===== config.mk =====
export PLATFORM = sky130hd
export DESIGN_NAME = serial_adder_n_flat
export DESIGN_NICKNAME = d
export VERILOG_FILES = /design/src/rtl/serial_adder_n_if.sv /design/src/rtl/serial_adder_n.sv /design/src/flat_wrapper.sv
export SDC_FILE = /design/constraint.sdc
export NUM_CORES = 1
export LEC_CHECK = 0
export CAP_MARGIN = 20
export CORE_MARGIN = 2
export CORE_UTILIZATION = 52
export DETAILED_ROUTE_END_ITERATION = 10
export HOLD_SLACK_MARGIN = 0.12
export PLACE_DENSITY = 0.79
export SLEW_MARGIN = 15
export SYNTH_ARGS = -nofsm -noshare
export SYNTH_HDL_FRONTEND = slang
export SYNTH_SLANG_ARGS = --single-unit

===== constraint.sdc =====
create_clock -name clk -period 4.2 [get_ports clk]
set_input_delay 0.84 -clock clk [delete_from_list [all_inputs] [get_ports clk]]
set_output_delay 0.84 -clock clk [all_outputs]
set_load 0.1 [all_outputs]

===== src/rtl/serial_adder_n_if.sv =====
// serial_adder_n_if
//   Request/result bundle for the multi-cycle serial adder/subtractor.
//   master: drives start/op_sub/ci/a/b and observes busy/done/S/cout/ovf.
//   slave : the adder itself.
//   Signals
//     start   request, accepted only while busy is low
//     op_sub  0: S = a + b + ci, 1: S = a - b
//     ci      carry-in for add mode
//     a, b    WIDTH-bit operands, sampled with an accepted start
//     busy    high while the operation is in progress
//     done    one-cycle pulse when S/cout/ovf are updated
//     S       WIDTH-bit result, held until the next completion
//     cout    carry out of the MSB (subtract: 1 = no borrow)
//     ovf     signed overflow
interface serial_adder_n_if #(
  parameter int WIDTH = 16
);
  logic             start;
  logic             op_sub;
  logic             ci;
  logic [WIDTH-1:0] a;
  logic [WIDTH-1:0] b;
  logic             busy;
  logic             done;
  logic [WIDTH-1:0] S;
  logic             cout;
  logic             ovf;

  modport master (
    output start, op_sub, ci, a, b,
    input  busy, done, S, cout, ovf
  );

  modport slave (
    input  start, op_sub, ci, a, b,
    output busy, done, S, cout, ovf
  );
endinterface


===== src/rtl/serial_adder_n.sv =====
// serial_adder_n
//   Multi-cycle WIDTH-bit adder/subtractor. A DIGIT-bit ripple slice of full
//   adders processes one digit per clock, LSB digit first, with the carry held
//   in a register between digits. N = WIDTH/DIGIT cycles from accept to done.
//   Parameters
//     WIDTH  operand/result width (>= 1)
//     DIGIT  bits per cycle; must divide WIDTH
//   Ports
//     clk    rising-edge clock
//     rst    synchronous active-high reset; aborts any operation in progress
//     bus    serial_adder_n_if.slave (start/op_sub/ci/a/b in,
//            busy/done/S/cout/ovf out)
module serial_adder_n #(
  parameter int WIDTH = 16,
  parameter int DIGIT = 4
) (
  input  logic                clk,
  input  logic                rst,
  serial_adder_n_if.slave     bus
);

  localparam int N     = WIDTH / DIGIT;
  localparam int CNT_W = (N > 1) ? $clog2(N) : 1;

  typedef enum logic {
    IDLE = 1'b0,
    RUN  = 1'b1
  } state_t;

  state_t             state_q, state_d;
  logic [WIDTH-1:0]   a_q;
  logic [WIDTH-1:0]   b_q;        // already inverted for subtract
  logic               carry_q;
  logic [CNT_W-1:0]   cnt_q;
  logic [WIDTH-1:0]   shadow_q;   // partial result, filled digit by digit
  logic [WIDTH-1:0]   s_q;
  logic               cout_q;
  logic               ovf_q;
  logic               done_q;

  logic               accept;
  logic               step;
  logic               last;

  logic [DIGIT-1:0]   dig_a;
  logic [DIGIT-1:0]   dig_b;
  logic [DIGIT-1:0]   dig_sum;
  logic [DIGIT:0]     c;
  logic [WIDTH-1:0]   shadow_next;

  assign last = (cnt_q == CNT_W'(N - 1));

  // DIGIT-bit ripple slice operating on the current digit.
  // NOTE: every variable written in always_comb gets a default first, so no
  // path leaves it unassigned and no latch is inferred.
  always_comb begin
    dig_a       = a_q[int'(cnt_q)*DIGIT +: DIGIT];
    dig_b       = b_q[int'(cnt_q)*DIGIT +: DIGIT];
    dig_sum     = '0;
    c           = '0;
    c[0]        = carry_q;
    for (int i = 0; i < DIGIT; i++) begin
      dig_sum[i] = dig_a[i] ^ dig_b[i] ^ c[i];
      c[i+1]     = (dig_a[i] & dig_b[i]) | (c[i] & (dig_a[i] ^ dig_b[i]));
    end
    shadow_next = shadow_q;
    shadow_next[int'(cnt_q)*DIGIT +: DIGIT] = dig_sum;
  end

  // Next-state logic and control strobes.
  always_comb begin
    state_d = state_q;
    accept  = 1'b0;
    step    = 1'b0;
    unique case (state_q)
      IDLE: begin
        // IDLE doubles as the done cycle, so back-to-back starts land here.
        if (bus.start) begin
          accept  = 1'b1;
          state_d = RUN;
        end
      end
      RUN: begin
        step = 1'b1;
        if (last) state_d = IDLE;
      end
      default: state_d = IDLE;
    endcase
  end

  // NOTE: sequential state uses non-blocking assignments so every register
  // samples pre-edge values regardless of statement order.
  always_ff @(posedge clk) begin
    if (rst) begin
      state_q  <= IDLE;
      a_q      <= '0;
      b_q      <= '0;
      carry_q  <= 1'b0;
      cnt_q    <= '0;
      shadow_q <= '0;
      s_q      <= '0;
      cout_q   <= 1'b0;
      ovf_q    <= 1'b0;
      done_q   <= 1'b0;
    end else begin
      state_q <= state_d;
      done_q  <= step && last;
      if (accept) begin
        a_q     <= bus.a;
        b_q     <= bus.b ^ {WIDTH{bus.op_sub}};
        carry_q <= bus.op_sub ? 1'b1 : bus.ci;
        cnt_q   <= '0;
      end
      if (step) begin
        carry_q  <= c[DIGIT];
        shadow_q <= shadow_next;
        cnt_q    <= cnt_q + CNT_W'(1);
        if (last) begin
          // Last digit: c[DIGIT-1] is the carry into bit WIDTH-1.
          s_q    <= shadow_next;
          cout_q <= c[DIGIT];
          ovf_q  <= c[DIGIT] ^ c[DIGIT-1];
        end
      end
    end
  end

  assign bus.busy = (state_q == RUN);
  assign bus.done = done_q;
  assign bus.S    = s_q;
  assign bus.cout = cout_q;
  assign bus.ovf  = ovf_q;

endmodule

===== src/flat_wrapper.sv =====
// flat-port wrapper written by rule: the top's interface ports become plain ports
module serial_adder_n_flat 
#(
  parameter int WIDTH = 16,
  parameter int DIGIT = 4
)
  (clk, rst, bus_start, bus_op_sub, bus_ci, bus_a, bus_b, bus_busy, bus_done, bus_S, bus_cout, bus_ovf);
  serial_adder_n_if #(.WIDTH(WIDTH)) bus_i ();
  input  logic clk;
  input  logic rst;
  input wire logic [$bits(bus_i.start)-1:0] bus_start;
  input wire logic [$bits(bus_i.op_sub)-1:0] bus_op_sub;
  input wire logic [$bits(bus_i.ci)-1:0] bus_ci;
  input wire logic [$bits(bus_i.a)-1:0] bus_a;
  input wire logic [$bits(bus_i.b)-1:0] bus_b;
  output wire logic [$bits(bus_i.busy)-1:0] bus_busy;
  output wire logic [$bits(bus_i.done)-1:0] bus_done;
  output wire logic [$bits(bus_i.S)-1:0] bus_S;
  output wire logic [$bits(bus_i.cout)-1:0] bus_cout;
  output wire logic [$bits(bus_i.ovf)-1:0] bus_ovf;
  assign bus_i.start = bus_start;
  assign bus_i.op_sub = bus_op_sub;
  assign bus_i.ci = bus_ci;
  assign bus_i.a = bus_a;
  assign bus_i.b = bus_b;
  assign bus_busy = bus_i.busy;
  assign bus_done = bus_i.done;
  assign bus_S = bus_i.S;
  assign bus_cout = bus_i.cout;
  assign bus_ovf = bus_i.ovf;
  serial_adder_n #(.WIDTH(WIDTH), .DIGIT(DIGIT)) u_core (.clk(clk), .rst(rst), .bus(bus_i));
endmodule

# Yosys cells after proc, flatten, opt, wreduce, memory -nomap -nowiden
# Cells that the tools add are included.
dict set report word_totals {
  reg_bits 71
  in_bits 37
  elab_cells 54
  output_inout_bits 20
}
dict set report classes {
  reduce_logical 3
  shift 4
  eq_ne 1
  n_addsub 2
  n_bitwise 23
  n_mux 11
}
# operator n
set ops {}
lappend ops {{$neg A4 Y33} 1}
lappend ops {{$shift A4 B33 Y16 const A} 1}
lappend ops {{$shiftx A4 B33 Y16} 1}
lappend ops {{$shiftx A16 B5 Y4} 2}
lappend ops {{$bwmux W16} 1}
lappend ops {{$xor A16 B16 Y16} 1}
lappend ops {{$xor A1 B1 Y1} 9}
lappend ops {{$and A1 B1 Y1} 8}
lappend ops {{$mux W1} 7}
lappend ops {{$mux W2} 2}
lappend ops {{$or A1 B1 Y1} 4}
lappend ops {{$add A2 B1 Y2 const B} 1}
lappend ops {{$eq A2 B2 Y1 const B} 1}
lappend ops {{$pmux W1 S2} 1}
lappend ops {{$reduce_and A2 Y1} 1}
lappend ops {{$reduce_bool A2 Y1} 1}
lappend ops {{$logic_and A1 B1 Y1} 1}
lappend ops {{$not A1 Y1} 1}

# Logic depth before layout (Yosys ltp)
dict set report depth {
  depth_word 11
  ltp_mapped 13
}

# Worst setup path after synthesis
# Ideal clock, no wire load.
dict set report synth_timing {
  kind {register to register}
  from {reg u_core.cnt_q[0]}
  to {reg u_core.s_q[11] (netlist: u_core.bus.S[11])}
  path_slack_ns 1.123
  t_arrival_ns 2.945
  period_less_slack_ns 3.077
  setup_ns 0.132
  path_stages_with_launch 14
  required_time_ns 4.068
  path_cell_list {dfxtp_1 > buf_6 > mux4_1 > inv_1 > fa_1 > inv_1 > fa_1 > inv_1 > fa_1 > inv_1 > fa_1 > buf_8 > a221oi_1 > nor3_1}
}
dict set report synth_via {
  elab_chain_cells 11
  word_cells_on_any_way 25
  classes_between {1 x add/sub; 1 x eq/ne; 4 x shift; 1 x mux; 17 x bitwise; 1 x reduce/logical}
}
# element line
set synth_lines {}
lappend synth_lines {{from (decl)} serial_adder_n.sv:34} ;# logic [CNT_W-1:0] cnt_q;
lappend synth_lines {{from (signal assigned)} serial_adder_n.sv:117} ;# cnt_q <= cnt_q + CNT_W'(1);
lappend synth_lines {{$shiftx A16 B5 Y4 (on tied branches)} {serial_adder_n.sv:57, serial_adder_n.sv:58}}
lappend synth_lines {{$xor A1 B1 Y1} {serial_adder_n.sv:63, serial_adder_n.sv:64}}
lappend synth_lines {{$and A1 B1 Y1} serial_adder_n.sv:64} ;# c[i+1] = (dig_a[i] & dig_b[i]) | (c[i] & (dig_a[i] ^ dig_b[i]));
lappend synth_lines {{$or A1 B1 Y1} serial_adder_n.sv:64}
lappend synth_lines {{$and A1 B1 Y1} serial_adder_n.sv:64}
lappend synth_lines {{$or A1 B1 Y1} serial_adder_n.sv:64}
lappend synth_lines {{$and A1 B1 Y1} serial_adder_n.sv:64}
lappend synth_lines {{$or A1 B1 Y1} serial_adder_n.sv:64}
lappend synth_lines {{$xor A1 B1 Y1} serial_adder_n.sv:63} ;# dig_sum[i] = dig_a[i] ^ dig_b[i] ^ c[i];
lappend synth_lines {{$shiftx A4 B33 Y16} serial_adder_n.sv:67} ;# shadow_next[int'(cnt_q)*DIGIT +: DIGIT] = dig_sum;
lappend synth_lines {{$bwmux W16} serial_adder_n.sv:67}
lappend synth_lines {{to (signal assigned)} serial_adder_n.sv:120} ;# s_q <= shadow_next;
lappend synth_lines {{to (decl)} serial_adder_n.sv:36} ;# logic [WIDTH-1:0] s_q;
# Several ways; a longest one is shown, not always the timed one.
# A chain may end at the register's enable or synchronous reset.

# Worst setup path after layout
# Same ends and word-level chain as after synthesis.

==> results.rst <==
.. list-table::
   :header-rows: 1

   * - Metric
     - Value
   * - Starting DRT DRC Count
     - 84
   * - Number of instances in the synthesized netlist
     - 322
   * - Cell area after synthesis
     - slightly above 0.003 mm²
   * - Crit. Startpoint
     - u_core.cnt_q[0]
   * - Clk buf depth
     - 2
   * - Share of the synthesized area in compound gates (AO/OA/AOI/OAI)
     - ~15%
   * - Xor/xnor cell area share of the yosys netlist
     - under 10%
   * - Worst flop-to-flop path startpoint
     - u_core.cnt_q[0]
   * - Initial Utilization
     - between 50 and 60%
   * - Part of the cycle the worst path needs
     - between 70% and 80%
   * - Peak Freq
     - roughly 0.30 GHz
   * - Mux contribution to synthesized area
     - ~7.2%
   * - Class of the tightest hold or removal check
     - flip-flop to flip-flop
   * - Cts hold-fix bufs
     - 0
   * - Minimum setup slack after placement
     - ~900 ps
   * - Synthesized area per cell
     - roughly 9.5 µm²
   * - Shortest clock period the worst path allows after layout
     - 3296 ps
   * - Hold path startpoint
     - u_core.a_q[6]
   * - Cell at the slowest stage of the critical path
     - mux4_1
   * - Clock transition at path regs
     - roughly 70 ps
   * - Count of buffers inserted at the top-level ports
     - 56
   * - Highest cell delay on the worst timing path
     - about 600 ps
   * - Finished Core Util
     - roughly two thirds
   * - Share of cells above drive strength 1
     - ~6.5%
   * - Top cell family by delay on the critical path
     - adder cells
   * - Max IR drop VDD
     - ~0.24 mV
   * - Remaining global-route overflow
     - 0
   * - Synthesized-area fraction occupied by adder cells
     - under 10%
   * - Static leakage power
     - roughly 1.4 nW
   * - Maximum clock skew at final layout
     - roughly 8.4 ps
   * - All-layer global routing usage
     - roughly a fifth
   * - Critical path buffers and inverters
     - 4
   * - Die Outline Area
     - 0.006500 mm²
   * - Die width
     - about 80 µm
   * - Max-slew violation count
     - 0
   * - Power density of the placed cells
     - about 390 mW/mm²
   * - Wire length reported by the detailed router
     - approximately 6400 µm
   * - Global-route wire length before repair
     - 10,510 µm
   * - Post-cts gate resize count
     - 0
   * - Worst-skew pair later-pin latency
     - about 340 ps
   * - Yosys reg bits
     - between 60 and 70
   * - Number of levels in the clock H-tree
     - 3
   * - Worst-case headroom to the max-slew limit
     - 34.93%
   * - Sequential area share after synthesis
     - 43.93%
   * - Finished Cell Area
     - 0.003774 mm²
   * - Detailed-routing iteration count for the pre-antenna-repair pass
     - 4
   * - Total count of hold-check failures in the final report
     - 0
   * - Number of antenna violations at the first check in global routing
     - 0
   * - Number of buffers created by CTS
     - 9
   * - Result of the run
     - complete, no violations
   * - DP HPWL
     - roughly 4400 µm
   * - Transition time of the tightest slew-check pin
     - just under 1000 ps
   * - Synth Net Count
     - around 370
   * - Antenna cell count
     - 0
   * - Synth unique cells
     - 33
   * - Detailed-route via count
     - 2,484
   * - Row cnt
     - 27
   * - Final worst-path setup slack
     - about 900 ps
   * - Post-DRT Antenna Nets
     - 0
   * - Worst Path Class, Setup
     - flip-flop to flip-flop
   * - Unrepaired setup endpoints after global routing
     - false
   * - Via density per instance
     - about 5.6
   * - Max-cap violations
     - 0
   * - Cells along the critical path
     - mux4_1 -> inv_1 -> fa_1 -> inv_1 -> fa_1 -> inv_1 -> fa_1 -> inv_1 -> fa_1 -> a221oi_1 -> nor3_1
   * - Critical Path RT
     - between 4000 and 5000 ps
   * - Layout Area Growth over Synthesis
     - 23.61%
   * - Routability congestion estimate from global placement
     - between 0.8 and 0.9
   * - Critical path fanouts, max
     - 9
   * - Accumulated negative setup slack
     - 0 ps
   * - Number of nets in the layout
     - around 410
   * - Total cell area at the placement stage
     - 0.003565 mm²
   * - TritonCTS clock tree
     - done
   * - Maximum number of pins on one net before global-route repair
     - 49
   * - Wirelength per Cell
     - 14.45 µm
   * - Total core area
     - roughly 0.0056 mm²
   * - Number of warning messages in the yosys log
     - 0
   * - Post-synthesis simple-gate area fraction
     - between 10% and 20%
   * - Vertical die dimension
     - 80.62 µm
   * - Crit path arrival time
     - ~3500 ps
   * - Setup crit start kind
     - flip-flop
   * - Critical path endpoint category
     - flip-flop
   * - Combinational family with the most area after synthesis
     - simple AND/OR/NAND/NOR gates
   * - Clock sinks
     - 67
   * - Number of setup buffers added after CTS
     - 0
   * - Number of global-route vias before repair
     - roughly 2,300
   * - Top-level port count
     - 57
   * - Master cell of the clock root buffer
     - clkbuf_8
   * - Total setup violations reported at the end of the flow
     - 0
   * - DRC Markers
     - 0
==> sequential cells by signal (all words and copies together), names as in the netlist <==
signal	count
u_core.a_q	16
u_core.b_q	16
u_core.bus.S	16
u_core.shadow_q	12
u_core.cnt_q	2
u_core.bus.busy	1
u_core.bus.cout	1
u_core.bus.done	1
u_core.bus.ovf	1
u_core.carry_q	1
==> final cells by class <==
| cell class | count | area, µm² |
|---|---|---|
| Fill cell | 459 | 1800 |
| Multi-Input combinational cell | 212 | 1486 |
| Clock inverter | 2 | 60.06 |
| Clock buffer | 13 | 148.9 |
| Timing Repair Buffer | 60 | 585.6 |
| Sequential cell | 67 | 1341 |
| Tap cell | 72 | 90.09 |
| Inverter | 15 | 61.31 |
==> stage by stage <==
step	power (mW)	hold WS (ps)	std cells
floorplan	0.8409	431.5	322
global placement	0.8894	441.7	426
detailed placement	0.8950	446.7	426
CTS	1.468	456.2	441
global route	1.516	488.0	441
finish	1.464	458.8	441
==> report_power, final <==
part	internal [mW]	switching [mW]	total (mW)
registers	0.662	0.0171	0.679
clock network	0.348	0.232	0.581
logic	0.0922	0.112	0.204
total	1.10	0.361	1.46
==> cell usage in the layout, fill, tap and decap left out, types with 3 or more instances in the layout <==
| cell type | count |
|---|---|
| nor3_1 | 13 |
| mux4_1 | 8 |
| ha_1 | 5 |
| a21oi_1 | 20 |
| clkbuf_1 | 3 |
| buf_4 | 4 |
| xnor2_1 | 17 |
| inv_1 | 14 |
| a32oi_1 | 6 |
| nor2_1 | 48 |
| clkbuf_8 | 10 |
| a22oi_1 | 6 |
| a221oi_1 | 12 |
| a211oi_1 | 16 |
| dfxtp_1 | 67 |
| clkdlybuf4s50_1 | 55 |
| nand2_1 | 40 |
| a22o_1 | 4 |
| fa_1 | 4 |
==> worst reg2reg max path, stage by stage (launching register included) <==
cell and delay, ps:
dfxtp_1 590, mux4_1 600, inv_1 90, fa_1 180, inv_1 50, fa_1 360
inv_1 80, fa_1 190, inv_1 60, fa_1 560, a221oi_1 340, nor3_1 90
==> final timing paths <==
kind	endpoint	slack [ps]	cells past startpoint
worst max-delay path	u_core.bus.S[11]	900	11
worst min-delay path	u_core.a_q[6]	460	2
worst max register to register	u_core.bus.S[11]	900	11
worst min register to register	u_core.a_q[6]	460	2
==> synthesized netlist by cell type <==
cell type	n	area [µm²]
a211o_1	1	8.760
a211oi_1	16	120.1
a21oi_1	20	100.1
a221oi_1	12	105.1
a22o_1	4	35.03
a22oi_1	6	45.04
a32oi_1	6	52.55
and2_1	1	6.260
and4b_2	1	11.26
and4bb_2	2	25.02
buf_2	10	50.05
buf_4	4	30.03
buf_6	1	11.26
buf_8	2	30.03
clkbuf_1	10	37.54
clkbuf_2	1	5.000
dfxtp_1	67	1341
fa_1	4	80.08
ha_1	5	62.56
inv_1	14	52.55
inv_6	1	8.760
mux2i_1	1	10.01
mux4_1	8	210.2
nand2_1	40	150.1
nand2_4	1	11.26
nand2b_1	1	6.260
nor2_1	48	180.2
nor2b_1	2	12.51
nor2b_2	1	8.760
nor3_1	13	65.06
nor3b_1	1	7.510
nor4b_4	1	23.77
xnor2_1	17	148.9
==> metal layers <==
metal,share of wire [%],up-vias,global-route usage (%),wire [µm]
met5,0,-,0,0
met4,1.8,0,8.136,113
met3,5.6,13,6.292,354
met2,51,75,38.25,3245
met1,42,1192,23.45,2659
li1,-,1204,-,-
==> logic make-up after synthesis <==
logic type               after synthesis
AND/OR/NAND/NOR                      112
adder cells (fa/ha/maj)                9
flip-flops                            67
AO/OA/AOI/OAI                         65
multiplexers                           9
buffers and inverters                 43
XOR/XNOR                              17
No activity file was read; power rests on OpenSTA's default activity.
